File: config.mk
export PLATFORM = sky130hd
export DESIGN_NAME = inst_fetch
export DESIGN_NICKNAME = d
export VERILOG_FILES = /design/src/rtl/proc_pkg.sv /design/src/rtl/inst_fetch.sv
export SDC_FILE = /design/constraint.sdc
export NUM_CORES = 1
export LEC_CHECK = 0
export ABC_CLOCK_PERIOD_IN_PS = 1380
export BUFFER_PORTS_ARGS = -buffer_cell sky130_fd_sc_hd__buf_2
export CAP_MARGIN = 25
export CORE_MARGIN = 3
export CORE_UTILIZATION = 40
export CTS_CLUSTER_DIAMETER = 150
export DETAILED_ROUTE_END_ITERATION = 10
export PLACE_DENSITY = 0.66
export SYNTH_ARGS = -nofsm -noshare
export SYNTH_HDL_FRONTEND = slang
export SYNTH_SLANG_ARGS = --single-unit
File: constraint.sdc
create_clock -name clk -period 1.38 [get_ports clk]
set_input_delay 0.276 -clock clk [delete_from_list [all_inputs] [get_ports clk]]
set_output_delay 0.276 -clock clk [all_outputs]
set_load 0.005 [all_outputs]
File: src/rtl/proc_pkg.sv
// Shared processor definitions: fetch FSM states and default widths / reset PC.
package proc_pkg;

  typedef enum logic [1:0] {
    StIdle,
    StFetch,
    StHold
  } fetch_state_e;

  localparam int unsigned DefAddrW = 8;
  localparam int unsigned DefDataW = 8;

  // Shared with the instruction register so both agree on the boot address.
  localparam logic [7:0] DefResetPc = 8'h00;

endpackage

File: src/rtl/inst_fetch.sv
// Instruction fetch unit: drives reads into the instruction register, waits a fixed
// latency, and hands each instruction plus its PC to decode over valid/ready.
module inst_fetch
  import proc_pkg::*;
#(
  parameter int unsigned        ADDR_W   = DefAddrW,
  parameter int unsigned        DATA_W   = DefDataW,
  parameter logic [ADDR_W-1:0]  RESET_PC = ADDR_W'(DefResetPc),
  parameter int unsigned        MEM_LAT  = 1
) (
  input  logic              clk,
  input  logic              rst,
  input  logic              start,
  input  logic              halt,
  input  logic              redirect_valid,
  input  logic [ADDR_W-1:0] redirect_addr,
  output logic              mem_active,
  output logic [ADDR_W-1:0] mem_addr,
  input  logic [DATA_W-1:0] mem_data,
  output logic              inst_valid,
  output logic [DATA_W-1:0] inst_data,
  output logic [ADDR_W-1:0] inst_pc,
  input  logic              inst_ready,
  output logic              busy
);

  // Count value at which mem_data is valid for the held address.
  localparam logic [2:0] LatMax = 3'(MEM_LAT);

  fetch_state_e      state_q, state_d;
  logic [ADDR_W-1:0] pc_q, pc_d;
  logic [ADDR_W-1:0] mem_addr_q, mem_addr_d;
  logic [2:0]        lat_cnt_q, lat_cnt_d;
  logic              inst_valid_q, inst_valid_d;
  logic [DATA_W-1:0] inst_data_q, inst_data_d;
  logic [ADDR_W-1:0] inst_pc_q, inst_pc_d;

  // Next-state logic; redirect overrides handshake/halt, which override start.
  always_comb begin
    state_d      = state_q;
    pc_d         = pc_q;
    mem_addr_d   = mem_addr_q;
    lat_cnt_d    = lat_cnt_q;
    inst_valid_d = inst_valid_q;
    inst_data_d  = inst_data_q;
    inst_pc_d    = inst_pc_q;

    if (redirect_valid) begin
      pc_d         = redirect_addr;
      inst_valid_d = 1'b0;
      lat_cnt_d    = 3'd0;
      // In IDLE only the PC moves; fetching waits for start.
      if (state_q != StIdle) begin
        state_d    = StFetch;
        mem_addr_d = redirect_addr;
      end
    end else begin
      unique case (state_q)
        StIdle: begin
          if (start && !halt) begin
            state_d    = StFetch;
            mem_addr_d = pc_q;
            lat_cnt_d  = 3'd0;
          end
        end
        StFetch: begin
          if (lat_cnt_q == LatMax) begin
            inst_data_d  = mem_data;
            inst_pc_d    = pc_q;
            inst_valid_d = 1'b1;
            pc_d         = pc_q + ADDR_W'(1);
            state_d      = StHold;
          end else begin
            lat_cnt_d = lat_cnt_q + 3'd1;
          end
        end
        StHold: begin
          if (inst_valid_q && inst_ready) begin
            inst_valid_d = 1'b0;
            if (halt) begin
              state_d = StIdle;
            end else begin
              state_d    = StFetch;
              mem_addr_d = pc_q;
              lat_cnt_d  = 3'd0;
            end
          end
        end
        default: state_d = StIdle;
      endcase
    end
  end

  // State register with synchronous reset.
  always_ff @(posedge clk) begin
    if (rst) begin
      state_q      <= StIdle;
      pc_q         <= RESET_PC;
      mem_addr_q   <= RESET_PC;
      lat_cnt_q    <= 3'd0;
      inst_valid_q <= 1'b0;
      inst_data_q  <= '0;
      inst_pc_q    <= '0;
    end else begin
      state_q      <= state_d;
      pc_q         <= pc_d;
      mem_addr_q   <= mem_addr_d;
      lat_cnt_q    <= lat_cnt_d;
      inst_valid_q <= inst_valid_d;
      inst_data_q  <= inst_data_d;
      inst_pc_q    <= inst_pc_d;
    end
  end

  // Outputs: read request follows FETCH directly, everything else is registered.
  always_comb begin
    mem_active = (state_q == StFetch);
    busy       = (state_q != StIdle);
    mem_addr   = mem_addr_q;
    inst_valid = inst_valid_q;
    inst_data  = inst_data_q;
    inst_pc    = inst_pc_q;
  end

endmodule

==> impl_metrics.env <==
export IMPL_numPortBuffers=48
export IMPL_fill_cells=400
export IMPL_layout_common_cells="buf_2, nand2_1, dfxtp_1"
export IMPL_die_h_um=72.1
export IMPL_regToRegEndpoint="inst_pc[4]"
export IMPL_crit_fanout=8
export IMPL_tightest_slew_ns=0.369
export IMPL_grt_pass1_wl_mm=6.80
export IMPL_area_growth_pct=32.9
export IMPL_failed_checks="negative setup slack"
export IMPL_r2r_slack_ns=-0.03
export IMPL_dr_pass1_iters=4
export IMPL_synth_top_area_share_pct=43.6
export IMPL_cts_buffers_inserted=5
export IMPL_whs_path_depth=3
export IMPL_power_leakage_nw=1.02
export IMPL_die_width_um=72.1
export IMPL_netlist_instances=206
export IMPL_hold_ws_ns=0.222
export IMPL_cts_root_buf="clkbuf_8"
export IMPL_ys_seq_elements=38
export IMPL_power_w=0.00221
export IMPL_synthesis_area_mm2=0.00175
export IMPL_cts_htree_levels=2
export IMPL_p_comb_share_pct=12.2
export IMPL_grt_pass1_vias=1513
export IMPL_period_share_pct=102
export IMPL_nets=292
export IMPL_yosysTopAreaCell="dfxtp_1"
export IMPL_reg2reg_from="lat_cnt_q[1]"
export IMPL_n_antenna_cell=0
export IMPL_cp_data_arrival_time_ns=1.63
export IMPL_die_area_mm2=0.00519
export IMPL_ios=49
export IMPL_gr_usage_all_layers_pct=16.7
export IMPL_finalSetupViolations=14
export IMPL_post_route_drc_count=0
export IMPL_grt_ovfl_total=0
export IMPL_cts_tree="done"
export IMPL_dp_cells=309
export IMPL_ir_worst_vdd_uv=553
export IMPL_grt_antenna_before_repair=0
export IMPL_max_freq_ghz=0.709
export IMPL_crit_path_end_kind="flip-flop"
export IMPL_drive_gt1_share_pct=35.8
export IMPL_place_gp_congestion=0.801
export IMPL_wirelength_mm=4.21
export IMPL_synthTopCellsByArea="dfxtp_1, nand2_1, a21oi_1, mux2i_1, o21a_1"
export IMPL_fin_ws_ns=-0.0302
export IMPL_clk_latency_ns=0.28
export IMPL_p_int_w=0.00167
export IMPL_p_per_area_mw_per_mm2=953
export IMPL_drtAntennaViolNets=0
export IMPL_core_area_mm2=0.00412
export IMPL_crit_required_ns=1.60
export IMPL_synth_edf_count=0
export IMPL_cts_sinks=38
export IMPL_initial_core_util_pct=42.4
export IMPL_relSlewSlack_pct=75.4
export IMPL_slew_viol_final=0
export IMPL_instances_no_fill=318
export IMPL_wire_per_inst_um=13.2
export IMPL_synth_fp_nets=231
export IMPL_drt_iter0_markers=57
export IMPL_hpwl_mm=2.98
export IMPL_yosysWarningCount=0
export IMPL_avgSynthCellArea_um2=8.47
export IMPL_hold_viol_final=0
export IMPL_status="finished, violations left"
export IMPL_yosysSeqAreaShare_pct=43.6
export IMPL_rows=23
export IMPL_async_flop_share_pct=0
export IMPL_rsz0062_at_grt="true"
export IMPL_vias_per_cell=5.08
export IMPL_skew_ns=0.00274
export IMPL_holdPathEnd="inst_data[3]"
export IMPL_layout_commonest_cell="buf_2"
export IMPL_p_switching_w=0.000539
export IMPL_grt_start_max_net_pins=35
export IMPL_cts_buffer_depth=2
export IMPL_path_clk_slew_ns=0.07
export IMPL_final_min_clock_period_ns=1.41
export IMPL_regArea_um2=768
export IMPL_dr_total_vias=1615
export IMPL_rr_worst_depth=7
export IMPL_cts_hold_buf=0
export IMPL_dp_slack_ns=-0.0765
export IMPL_synthFlopType="dfxtp_1"
export IMPL_hold_path_class="input pin to flip-flop"
export IMPL_start_kind="flip-flop"
export IMPL_power_frac_clock_pct=35.2
export IMPL_maxCapViolations=0
export IMPL_min_from="mem_data[3]"
export IMPL_switching_share_pct=24.4
export IMPL_synth_cell_types=40
export IMPL_critPathKind="flip-flop to flip-flop"
export IMPL_seqPwrFrac_pct=52.6
export IMPL_multi_input_area_um2=935
## power groups by stage
stage	Combinational (W)	Clock, W	Sequential, W
after floorplan	0.000143	0	0.00119
after global placement	0.000259	0	0.00119
after detailed placement	0.000263	0	0.00119
after CTS	0.000267	0.000805	0.00116
after global routing	0.000300	0.000850	0.00117
final	0.000270	0.000778	0.00116
## cells in the mapped netlist (4+ instances only)
cell type and count:
a211oi_1 7, nand2_1 42, nor3_1 8, nand2b_1 4, o21a_1 8, nor2_1 6
clkbuf_1 6, xnor2_1 6, and3_1 4, a21oi_1 24, dfxtp_1 38, inv_1 8
mux2i_1 10
## worst max-delay path, stage by stage (launching register included)
cell and delay, ns:
dfxtp_2 0.32, inv_2 0.05, ha_4 0.12, and4bb_4 0.30, and2b_2 0.22, buf_12 0.14
nand2_2 0.06, a21oi_2 0.13
## routing by layer
layer	up-vias	share of wire (%)	track usage (%)	routed length (µm)
met5	-	0	0	0
met4	0	1.3	5.85	54
met3	4	5.0	5.26	209
met2	34	47	26.6	1990
met1	750	47	21.2	1960
li1	827	-	-	-
## sequential cells by signal (all words and copies together), names as in the netlist
name / flops
state_q: 2
lat_cnt_q: 3
inst_data: 8
inst_pc: 8
inst_valid: 1
mem_addr: 8
pc_q: 8
## cells by family after synthesis
group / count (synthesis) / synth area share [%]
AO/OA/AOI/OAI: 47 / 16.7
AND/OR/NAND/NOR: 80 / 22.5
adder cells (fa/ha/maj): 3 / 2.15
multiplexers: 10 / 5.73
flip-flops: 38 / 43.6
XOR/XNOR: 7 / 3.51
buffers and inverters: 21 / 5.81
## stage by stage
step           cell area (µm²)  TNS [ns]  util [%]
4_1_cts                   2250    -0.103      54.8
2_1_floorplan             1770   -0.0652         -
3_3_place_gp              2150    -0.235      52.3
3_5_place_dp              2150    -0.580      52.3
6_report                  2320    -0.282      56.4
5_1_grt                   2320     -2.33      56.4
## what timing repair did
action / in CTS / in global routing
gates resized for setup: 5 / 13
cloned: 0 / 1
setup buffers: 0 / 0
setup endpoints to repair: 30 / 30
pin swaps: 1 / 9
## layout make-up
cell class	count	area share (%)
Inverter	8	1.29
Clock buffer	7	3.72
Tap cell	50	2.70
Timing Repair Buffer	67	18.7
Multi-Input combinational cell	147	40.3
Sequential cell	38	33.1
Clock inverter	1	0.216
## worst max path at each step
stage / to / from / depth (start not counted) / slack (ns)
detailed placement: state_q[0] / lat_cnt_q[1] / 6 / -0.08
finish: inst_pc[4] / lat_cnt_q[1] / 7 / -0.03
floorplan: pc_q[6] / lat_cnt_q[0] / 6 / -0.01
global route: inst_pc[4] / lat_cnt_q[1] / 7 / -0.10
global placement: state_q[0] / lat_cnt_q[1] / 6 / -0.05
CTS: state_q[0] / lat_cnt_q[1] / 6 / -0.04
No activity file was read; power rests on OpenSTA's default activity.
